===== config.mk =====
export PLATFORM = sky130hd
export DESIGN_NAME = ps2_host_tx
export DESIGN_NICKNAME = d
export VERILOG_FILES = /design/src/rtl/ps2_pkg.sv /design/src/rtl/ps2_line_sync.sv /design/src/rtl/ps2_host_tx.sv
export SDC_FILE = /design/constraint.sdc
export NUM_CORES = 1
export LEC_CHECK = 0
export CAP_MARGIN = 30
export CORE_ASPECT_RATIO = 0.6
export CORE_MARGIN = 1.5
export CORE_UTILIZATION = 30
export DETAILED_ROUTE_END_ITERATION = 10
export GPL_TIMING_DRIVEN = 0
export HOLD_SLACK_MARGIN = 0.02
export SYNTH_ARGS = -nofsm -noshare
export SYNTH_HDL_FRONTEND = slang
export SYNTH_SLANG_ARGS = --single-unit

===== constraint.sdc =====
create_clock -name clk -period 4.9 [get_ports clk]
set_clock_uncertainty 0.15 [all_clocks]
set_input_delay 0.49 -clock clk [delete_from_list [all_inputs] [get_ports clk]]
set_output_delay 0.49 -clock clk [all_outputs]
set_load 0.01 [all_outputs]

===== src/rtl/ps2_pkg.sv =====
// Shared PS/2 definitions: FSM states, error codes and frame constants.
// Used by the host transmitter and the keyboard receiver.
package ps2_pkg;

   typedef enum logic [2:0] {
      IDLE,
      INHIBIT,
      RTS,
      DATA,
      ACK,
      WAIT_IDLE
   } ps2_state_e;

   localparam logic [1:0] ERR_NONE    = 2'b00;
   localparam logic [1:0] ERR_NACK    = 2'b01;
   localparam logic [1:0] ERR_TIMEOUT = 2'b10;

   localparam int DATA_BITS  = 8;
   localparam int FRAME_BITS = 11;

   // bitcnt values inside DATA that select parity and stop
   localparam logic [3:0] PAR_IDX  = 4'(DATA_BITS);
   localparam logic [3:0] STOP_IDX = 4'(FRAME_BITS - 2);

   function automatic logic odd_parity(input logic [DATA_BITS-1:0] b);
      return ~^b;
   endfunction

endpackage


===== src/rtl/ps2_line_sync.sv =====
// Two-flop synchronisers for the PS/2 clock and data pins plus a
// falling-edge detector on the synchronised clock.
module ps2_line_sync (
   input  logic clk,
   input  logic rst,
   input  logic clk_i,
   input  logic data_i,
   output logic clk_s,
   output logic data_s,
   output logic fall
);

   logic [1:0] clk_ff;
   logic [1:0] data_ff;
   logic       clk_d;

   // idle bus level is high, so reset to 1 to avoid a false fall
   always_ff @(posedge clk or posedge rst) begin
      if (rst) begin
         clk_ff  <= 2'b11;
         data_ff <= 2'b11;
         clk_d   <= 1'b1;
      end else begin
         clk_ff  <= {clk_ff[0], clk_i};
         data_ff <= {data_ff[0], data_i};
         clk_d   <= clk_ff[1];
      end
   end

   assign clk_s  = clk_ff[1];
   assign data_s = data_ff[1];
   assign fall   = clk_d & ~clk_ff[1];

endmodule


===== src/rtl/ps2_host_tx.sv =====
// PS/2 host-to-device command transmitter with open-drain line enables.
// Define PS2TX_RETRY_EN to resend a failed byte up to two more times.
module ps2_host_tx
   import ps2_pkg::*;
#(
   parameter int CLK_FREQ   = 50000000,
   parameter int INHIBIT_US = 100,
   parameter int TIMEOUT_US = 15000
) (
   input  logic       clk,
   input  logic       rst,
   input  logic       cmd_valid,
   input  logic [7:0] cmd_data,
   output logic       cmd_ready,
   input  logic       ps2_clk_i,
   input  logic       ps2_data_i,
   output logic       ps2_clk_oe,
   output logic       ps2_data_oe,
   output logic       busy,
   output logic       done,
   output logic       err,
`ifdef PS2TX_RETRY_EN
   output logic [1:0] retry_cnt,
`endif
   output logic [1:0] err_code
);

   localparam int CYC_PER_US = CLK_FREQ / 1000000;
   localparam int INH        = CYC_PER_US * INHIBIT_US;
   localparam int TO         = CYC_PER_US * TIMEOUT_US;
   localparam int TW         = $clog2(TO + 1);

   localparam logic [TW-1:0] INH_LAST = TW'(INH - 1);
   localparam logic [TW-1:0] TO_LAST  = TW'(TO - 1);

   ps2_state_e state, state_n;

   logic [DATA_BITS-1:0] sh, sh_n;
   logic                 par, par_n;
   logic [3:0]           bitcnt, bitcnt_n;
   logic [TW-1:0]        tcnt, tcnt_n;
   logic                 clk_oe_n, data_oe_n;
   logic                 done_n, err_n, busy_n;
   logic [1:0]           err_code_n;

   logic       clk_s, data_s, fall;
   logic       accept;
   logic       fail;
   logic       give_up;
   logic [1:0] fail_code;

`ifdef PS2TX_RETRY_EN
   logic [DATA_BITS-1:0] byte_q, byte_n;
   logic [1:0]           retry_n;
`endif

   ps2_line_sync u_sync (
      .clk    (clk),
      .rst    (rst),
      .clk_i  (ps2_clk_i),
      .data_i (ps2_data_i),
      .clk_s  (clk_s),
      .data_s (data_s),
      .fall   (fall)
   );

   assign cmd_ready = (state == IDLE) && !rst;
   assign accept    = cmd_valid && cmd_ready;

`ifdef PS2TX_RETRY_EN
   assign give_up = (retry_cnt == 2'd2);
`else
   assign give_up = 1'b1;
`endif

   always_comb begin
      state_n    = state;
      sh_n       = sh;
      par_n      = par;
      bitcnt_n   = bitcnt;
      tcnt_n     = tcnt;
      clk_oe_n   = ps2_clk_oe;
      data_oe_n  = ps2_data_oe;
      done_n     = 1'b0;
      err_n      = 1'b0;
      err_code_n = err_code;
      fail       = 1'b0;
      fail_code  = ERR_NONE;
`ifdef PS2TX_RETRY_EN
      byte_n     = byte_q;
      retry_n    = retry_cnt;
`endif

      if (state != IDLE)
         tcnt_n = tcnt + TW'(1);

      unique case (state)
         IDLE: begin
            clk_oe_n  = 1'b0;
            data_oe_n = 1'b0;
            if (accept) begin
               state_n    = INHIBIT;
               sh_n       = cmd_data;
               par_n      = odd_parity(cmd_data);
               bitcnt_n   = 4'd0;
               tcnt_n     = '0;
               clk_oe_n   = 1'b1;
               err_code_n = ERR_NONE;
`ifdef PS2TX_RETRY_EN
               byte_n     = cmd_data;
               retry_n    = 2'd0;
`endif
            end
         end
         INHIBIT: begin
            // release clock and present the start bit together
            if (tcnt == INH_LAST) begin
               clk_oe_n  = 1'b0;
               data_oe_n = 1'b1;
               state_n   = RTS;
            end
         end
         RTS: begin
            if (fall) begin
               data_oe_n = ~sh[0];
               sh_n      = {1'b0, sh[DATA_BITS-1:1]};
               bitcnt_n  = 4'd1;
               state_n   = DATA;
            end
         end
         DATA: begin
            if (fall) begin
               bitcnt_n = bitcnt + 4'd1;
               if (bitcnt == STOP_IDX) begin
                  data_oe_n = 1'b0;
                  state_n   = ACK;
               end else if (bitcnt == PAR_IDX) begin
                  data_oe_n = ~par;
               end else begin
                  data_oe_n = ~sh[0];
                  sh_n      = {1'b0, sh[DATA_BITS-1:1]};
               end
            end
         end
         ACK: begin
            if (fall) begin
               if (!data_s) begin
                  state_n = WAIT_IDLE;
               end else begin
                  fail      = 1'b1;
                  fail_code = ERR_NACK;
               end
            end
         end
         WAIT_IDLE: begin
            if (clk_s && data_s) begin
               done_n  = 1'b1;
               state_n = IDLE;
            end
         end
         default: state_n = IDLE;
      endcase

      // timeout outranks anything the state logic decided this cycle
      if (state != IDLE && tcnt == TO_LAST) begin
         fail      = 1'b1;
         fail_code = ERR_TIMEOUT;
      end

      if (fail) begin
         done_n = 1'b0;
         if (give_up) begin
            state_n    = IDLE;
            clk_oe_n   = 1'b0;
            data_oe_n  = 1'b0;
            err_n      = 1'b1;
            err_code_n = fail_code;
         end
`ifdef PS2TX_RETRY_EN
         else begin
            retry_n   = retry_cnt + 2'd1;
            state_n   = INHIBIT;
            sh_n      = byte_q;
            bitcnt_n  = 4'd0;
            tcnt_n    = '0;
            clk_oe_n  = 1'b1;
            data_oe_n = 1'b0;
         end
`endif
      end

      busy_n = (state_n != IDLE) || done_n || err_n;
   end

   always_ff @(posedge clk or posedge rst) begin
      if (rst) begin
         state       <= IDLE;
         sh          <= '0;
         par         <= 1'b0;
         bitcnt      <= 4'd0;
         tcnt        <= '0;
         ps2_clk_oe  <= 1'b0;
         ps2_data_oe <= 1'b0;
         done        <= 1'b0;
         err         <= 1'b0;
         busy        <= 1'b0;
         err_code    <= ERR_NONE;
`ifdef PS2TX_RETRY_EN
         byte_q      <= '0;
         retry_cnt   <= 2'd0;
`endif
      end else begin
         state       <= state_n;
         sh          <= sh_n;
         par         <= par_n;
         bitcnt      <= bitcnt_n;
         tcnt        <= tcnt_n;
         ps2_clk_oe  <= clk_oe_n;
         ps2_data_oe <= data_oe_n;
         done        <= done_n;
         err         <= err_n;
         busy        <= busy_n;
         err_code    <= err_code_n;
`ifdef PS2TX_RETRY_EN
         byte_q      <= byte_n;
         retry_cnt   <= retry_n;
`endif
      end
   end

endmodule


==> out/results.ini, run 1 <==
[status]
status=completed

[floorplanning]
pin_count=21
start_util_pct=31.02
die_y_um=73.07
die-area_sq_um=8752
placeableCoreArea_sq_um=7914
die_x_um=119.8
rows=25

[clock_tree]
ctsHoldBuffers=0
numCtsBuffers=5
cts_setup_buffers=0
ctsRootBufferMaster=clkbuf_16
clk-insertion-delay-late_ns=0.29
cts.sinks=48
htreeDepth=2
clk_pin_slew_ns=0.07
cts_resized=0
cts_tree=done
cts_buffer_depth=2

[placement]
hpwl_um=4004
place_inst=384
place.gp.congestion=0.8563
io_buffers=20

[synthesis]
syn_nets=272
yosysWarnings=0
ys.flop_type=dfrtp_1
ys_ff_latch=48
synthXorXnorAreaFrac_pct=3.211
synthArstFlopShare_pct=100.0
netlist-cell-type-count=49
ys_seq_area_share_pct=49.18
synth_edf_count=0
synth_compound_area_share_pct=13.15
synth_area_per_cell_sq_um=9.627
synth_fa_ha_area_share_pct=2.039
post_synth_and_or_nand_nor_area_fraction_pct=26.71
syn_area_sq_um=2455
synth_top_family_by_area=simple AND/OR/NAND/NOR gates
muxShareOfSynthArea_pct=2.905
syn-instance-count=255

[sta]
hold_violations=0
rsz0062_at_grt=false
slew_headroom_pct=63.25
period_minus_slack_ns=2.673
final_max_slew_viol_count=0
min_period_over_period_pct=54.54
clock.fmax_ghz=0.3742
fin_tns_setup_ns=0
worst_slew_pin_slew_ns=0.5512
setup_violations=0

[worst_setup_path]
crit_type=reg2out
critPathSlowestCell=clkdlybuf4s50_1
cp-end-kind=output pin
cp.depth=4
cp.arrival_ns=2.03
r2r-end=ps2_data_oe$_DFFE_PP0P_
start_kind=flip-flop
reg2reg_from=tcnt[4]$_DFF_PP0_
timing.critical_path.buf_inv=2
reg2reg_depth=5
path_delay_family=buffers and inverters
path_cells=buf_4 -> or3_1 -> nor2_1 -> clkdlybuf4s50_1
reg2reg_setup_slack_ns=2.68
cpPeakStageDelay_ns=0.54
critPathMaxFanout=10
cp.required_ns=4.26

[layout]
antenna_cells=0
final_cell_mix=nand2_1 (46), dfrtp_1 (43), clkdlybuf4s50_1 (20), nor2_1 (19), nand3_1 (17)
syn2layout_area_growth_pct=20.23
nFillCells=800
nNetsFinal=300
mostFrequentLayoutCell=nand2_1
fin_cells=392
drive_above_1_share_pct=10.92

[grt]
antenna_found_initial=0
grt_overflow=0
gr-usage-all-layers_pct=13.47
grt_pass1_vias=1748
grt_max_degree=28
grt_pass1_wl_um=9135

[drt]
wl_met1_um=3122
highest_layer=met4
wl_met2_um=2027
viasPerCell=4.964
drtPass1Iterations=4
wirelength_um=5440
drc=0
drt-wirelength-per-cell_um=13.88
met3_length_um=230
dr_total_vias=1946
antenna_left=0
drt-initial-drc-count=133

[worst_hold_path]
worstHoldStart=u_sync.clk_ff[0]$_DFF_PP1_
hold_path.class=reg2reg
holdPathStages=0
holdPathEnd=u_sync.clk_ff[1]$_DFF_PP1_

[pwr]
combPwrFrac_pct=4.5
power.net_switching_mw=0.1644
p_int_mw=0.6060
switching_share_pct=21.34
powerDensity_nw_per_um2=261.0
clockPowerShare_pct=43.3
leakagePower_nw=1.219
irDropWorstVdd_v=0.0001877
seq_power_share_pct=52.2

[run]
cap_violations=0

==> synth_stat cells (2+ instances only) <==
| cell type | instances | area share (%) |
|---|---|---|
| nand2_1 | 46 | 7.0 |
| dfrtp_1 | 43 | 44 |
| nor2_1 | 19 | 2.9 |
| nand3_1 | 17 | 3.5 |
| o21ai_0 | 12 | 2.4 |
| a21oi_1 | 11 | 2.2 |
| a31oi_1 | 9 | 2.3 |
| xnor2_1 | 7 | 2.5 |
| mux2i_1 | 6 | 2.4 |
| and3_1 | 5 | 1.3 |
| dfstp_2 | 5 | 5.4 |
| inv_1 | 5 | 0.76 |
| nand4_1 | 5 | 1.3 |
| nor2b_1 | 5 | 1.3 |
| clkbuf_1 | 4 | 0.61 |
| ha_1 | 4 | 2.0 |
| nand2b_1 | 4 | 1.0 |
| o211ai_1 | 4 | 1.2 |
| o31ai_1 | 4 | 1.2 |
| o2bb2ai_1 | 3 | 1.1 |
| a2bb2oi_1 | 2 | 0.71 |
| buf_2 | 2 | 0.41 |
| nand3b_1 | 2 | 0.61 |
| nand4b_1 | 2 | 0.71 |
| nor4b_1 | 2 | 0.71 |
| or2_2 | 2 | 0.51 |
| or3_1 | 2 | 0.51 |
| xor2_1 | 2 | 0.71 |
==> registers in the layout, summed over array words and instances (netlist names), 2 cells and up <==
signal / cells
state: 3
tcnt: 20
u_sync.data_ff: 2
err_code: 2
bitcnt: 4
sh: 8
u_sync.clk_ff: 2
==> worst reg2reg max path, stage by stage (launching register included) <==
cell      delay [ns]
dfrtp_1         0.45
or4b_4          0.56
nor4_4          0.21
nand4_1         0.36
o311ai_1        0.23
mux2i_1         0.13
==> per-stage QoR <==
step	hold slack (ns)	worst slack [ns]	area [sq um]	total power, mW	utilization, %
6_report	0.2081	2.227	2952	0.7705	37.30
5_1_grt	0.2128	2.129	2952	0.7990	37.30
4_1_cts	0.2097	2.207	2952	0.7822	37.30
3_5_place_dp	0.1999	2.422	2810	0.4449	35.51
3_3_place_gp	0.1971	2.052	2790	0.4427	35.26
2_1_floorplan	0.1952	3.038	2455	0.4264	-
==> power groups by stage <==
stage,Combinational [mW],Clock [mW],Sequential [mW]
3_3_place_gp,0.0337,0,0.409
3_5_place_dp,0.0357,0,0.409
2_1_floorplan,0.0180,0,0.408
5_1_grt,0.0391,0.358,0.402
6_report,0.0350,0.334,0.402
4_1_cts,0.0358,0.345,0.402
==> cell families (layout without fill, tap and decap cells) <==
family,count (synthesis),count (layout)
simple gates,123,123
compound gates,50,50
flops,48,48
buf+inv,14,43
xor+xnor,9,9
mux,7,7
fa+ha+maj,4,4
==> worst max-delay path by stage <==
stage | start | to | slack, ns
2_1_floorplan | tcnt[4]$_DFF_PP0_ | ps2_data_oe$_DFFE_PP0P_ | 3.04
3_3_place_gp | rst | tcnt[5]$_DFF_PP0_ | 2.05
3_5_place_dp | cmd_valid | sh[3]$_DFFE_PP0P_ | 2.42
4_1_cts | state[1]$_DFF_PP0_ | cmd_ready | 2.21
5_1_grt | state[1]$_DFF_PP0_ | cmd_ready | 2.13
6_report | state[1]$_DFF_PP0_ | cmd_ready | 2.23
==> per-layer routing <==
layer | GRT usage (%) | vias up
met2 | 17.05 | 38
met3 | 3.359 | 5
li1 | - | 964
met1 | 21.73 | 939
met4 | 3.968 | 0
met5 | 0 | -
==> cell type report <==
type / instances / area [sq um] / share of cell area, %
multi-input cells: 193 / 1179 / 39.93
plain buffers: 9 / 50.05 / 1.696
well taps: 108 / 135.1 / 4.578
repair buffers: 21 / 220.2 / 7.461
flip-flops and latches: 48 / 1207 / 40.91
inverters: 5 / 18.77 / 0.6359
clock inverters: 2 / 12.51 / 0.4239
clock buffers: 6 / 128.9 / 4.366
No activity file was read; power rests on OpenSTA's default activity.
==> inputs of run 2 (changes only) <==
==> constraint.sdc (replaced) <==
create_clock -name clk -period 2.2 [get_ports clk]
set_clock_uncertainty 0.15 [all_clocks]
set_input_delay 0.22 -clock clk [delete_from_list [all_inputs] [get_ports clk]]
set_output_delay 0.22 -clock clk [all_outputs]
set_load 0.01 [all_outputs]
==> run 2 against run 1 <==
  * Combinational power is 120% higher
  * Critical path depth unchanged
  * Register-to-register slack lost 2.5 ns
  * Sequential power rose by 120%
  * Sequential share of layout area down 0.46 points
  * Power rose by 120%
  * Core utilization grew 0.54 points
  * First-iteration DRC count is the same
  * Routed wire length grew 0.92%
  * Flip-flop and latch count unchanged
  * Global-route usage hardly changed
  * Non-clock buffer count grew 3
  * Largest cell class unchanged
==> out/results.ini, run 2 (synthesis gave the netlist of run 1 again) <==
[sta]
rsz0062_at_grt=false
setup_violations=0  ; unchanged
final_max_slew_viol_count=0  ; unchanged
fin_tns_setup_ns=0  ; unchanged
hold_slack_ns=0.1893  ; -0.01876 ns
hold_violations=0  ; unchanged
worst_slew_pin_slew_ns=0.5513  ; +0.0001714 ns
slew_headroom_pct=63.24  ; about the same
period_minus_slack_ns=2.056
min_period_over_period_pct=93.47
clock.fmax_ghz=0.4863

[floorplanning]
pin_count=21  ; unchanged
placeableCoreArea_sq_um=7914  ; unchanged
start_util_pct=31.02  ; unchanged
die-area_sq_um=8752  ; unchanged
die_x_um=119.8  ; unchanged
die_y_um=73.07  ; unchanged
rows=25  ; unchanged

[grt]
grt_pass1_vias=1753  ; +0.29%
use_met2_pct=17.11  ; +0.064 points
grt_max_degree=28  ; unchanged
use_met3_pct=3.359  ; unchanged
grt-busiest-layer=met1
gr-usage-all-layers_pct=13.49  ; +0.017 points
grt_overflow=0  ; unchanged
met1_usage_pct=21.73  ; unchanged
grt_pass1_wl_um=9149  ; +0.15%
antenna_found_initial=0  ; unchanged

[placement]
place_inst=384  ; unchanged
hpwl_um=4004  ; unchanged
io_buffers=20  ; unchanged
place.gp.congestion=0.8563  ; unchanged

[pwr]
irDropWorstVdd_v=0.0004192  ; +120%
powerDensity_nw_per_um2=572.8  ; +120%
leakagePower_nw=1.235  ; +1.3%
p_total_mw=1.715  ; +120%

[drt]
antenna_left=0  ; unchanged
wirelength_um=5490  ; +0.92%
drtPass1Iterations=4  ; unchanged
drt-wirelength-per-cell_um=13.90  ; +0.15%
viasPerCell=5.003  ; +0.77%
dr_total_vias=1976  ; +1.5%
drc=0  ; unchanged
drt-initial-drc-count=133  ; unchanged

[worst_setup_path]
cp-end-kind=output pin
cp.arrival_ns=1.69  ; -0.34 ns
reg2reg_setup_slack_ns=0.15  ; -2.53 ns
reg2reg_from=tcnt[4]$_DFF_PP0_
critPathMaxFanout=10  ; unchanged
crit_type=reg2out
reg2reg_depth=6  ; +1
cp.required_ns=1.83  ; -2.43 ns
start_kind=flip-flop
r2r-end=ps2_data_oe$_DFFE_PP0P_

[run]
cap_violations=0  ; unchanged

[clock_tree]
cts_tree=done
cts_buffer_depth=2  ; unchanged
clk_pin_slew_ns=0.06  ; about the same
htreeDepth=2  ; unchanged
cts.sinks=48  ; unchanged
clk-insertion-delay-late_ns=0.29  ; about the same
ctsHoldBuffers=0  ; unchanged
ctsRootBufferMaster=clkbuf_16
numCtsBuffers=5  ; unchanged

[layout]
final_cell_mix=nand2_1 (46), dfrtp_1 (40), nor2_1 (19), clkdlybuf4s50_1 (19), nand3_1 (17)
nNetsFinal=303  ; +1.0%
largest_reg_flops=20  ; unchanged
antenna_cells=0  ; unchanged
drive_above_1_share_pct=13.59  ; +2.7 points
fin_cells=395  ; +0.77%
mostFrequentLayoutCell=nand2_1
top_register=tcnt
utilization_pct=37.83  ; +0.54 points
top_regs=tcnt x20, sh x8, bitcnt x4
syn2layout_area_growth_pct=21.97
nFillCells=797  ; -0.38%

[worst_hold_path]
worstHoldStart=ps2_data_i
holdPathEnd=u_sync.data_ff[0]$_DFF_PP1_
hold_path.class=in2reg
holdPathStages=1  ; +1

[status]
status=completed

## run 2: worst max path at each step
stage	from	end	slack (ns)	cells after the start
floorplan	tcnt[4]$_DFF_PP0_	ps2_data_oe$_DFFE_PP0P_	0.34	5
CTS	bitcnt[0]$_DFFE_PP0P_	sh[3]$_DFFE_PP0P_	0.11	8
detailed placement	tcnt[4]$_DFF_PP0_	ps2_data_oe$_DFFE_PP0P_	-0.02	5
finish	state[2]$_DFF_PP0_	cmd_ready	0.14	4
global route	tcnt[4]$_DFF_PP0_	ps2_data_oe$_DFFE_PP0P_	0.01	5
global placement	rst	tcnt[5]$_DFF_PP0_	-0.38	2
## run 2: where the power goes
part / switching (mW) / internal (mW)
Clock: 0.322 / 0.420
Combinational: 0.0387 / 0.0391
Sequential: 0.00429 / 0.891
## run 2: layout make-up
type                    instances  area [sq um]  area share, %
plain buffers                   9         50.05          1.672
clock buffers                   6         128.9          4.304
clock inverters                 2         12.51         0.4179
inverters                       5         18.77         0.6268
multi-input cells             193          1196          39.95
flip-flops and latches         48          1211          40.45
well taps                     108         135.1          4.513
repair buffers                 24         241.5          8.065
## run 2: timing repair
item                                    in CTS  in global routing
setup buffers                                2                  1
gates resized for setup                      4                  3
endpoints found under the setup margin       2                 11
gates cloned                                 0                  0
pin swaps                                    1                  1
## run 2: layer usage
layer	wire, um	share of wire [%]
met2	2085	38
met4	63	1.1
met3	241	4.4
met1	3100	56
met5	0	0
## run 2: metrics by stage
step	worst slack, ns	area, sq um
floorplan	0.3378	2455
global placement	-0.3782	2790
detailed placement	-0.01599	2810
CTS	0.1060	2973
global route	0.01018	2994
finish	0.1437	2994
## run 2: worst max-delay path: stages, from the launching register on
cell	delay [ns]
dfrtp_2	0.44
clkbuf_8	0.18
or3_4	0.41
nor2_1	0.10
dlygate4sd2_1	0.27
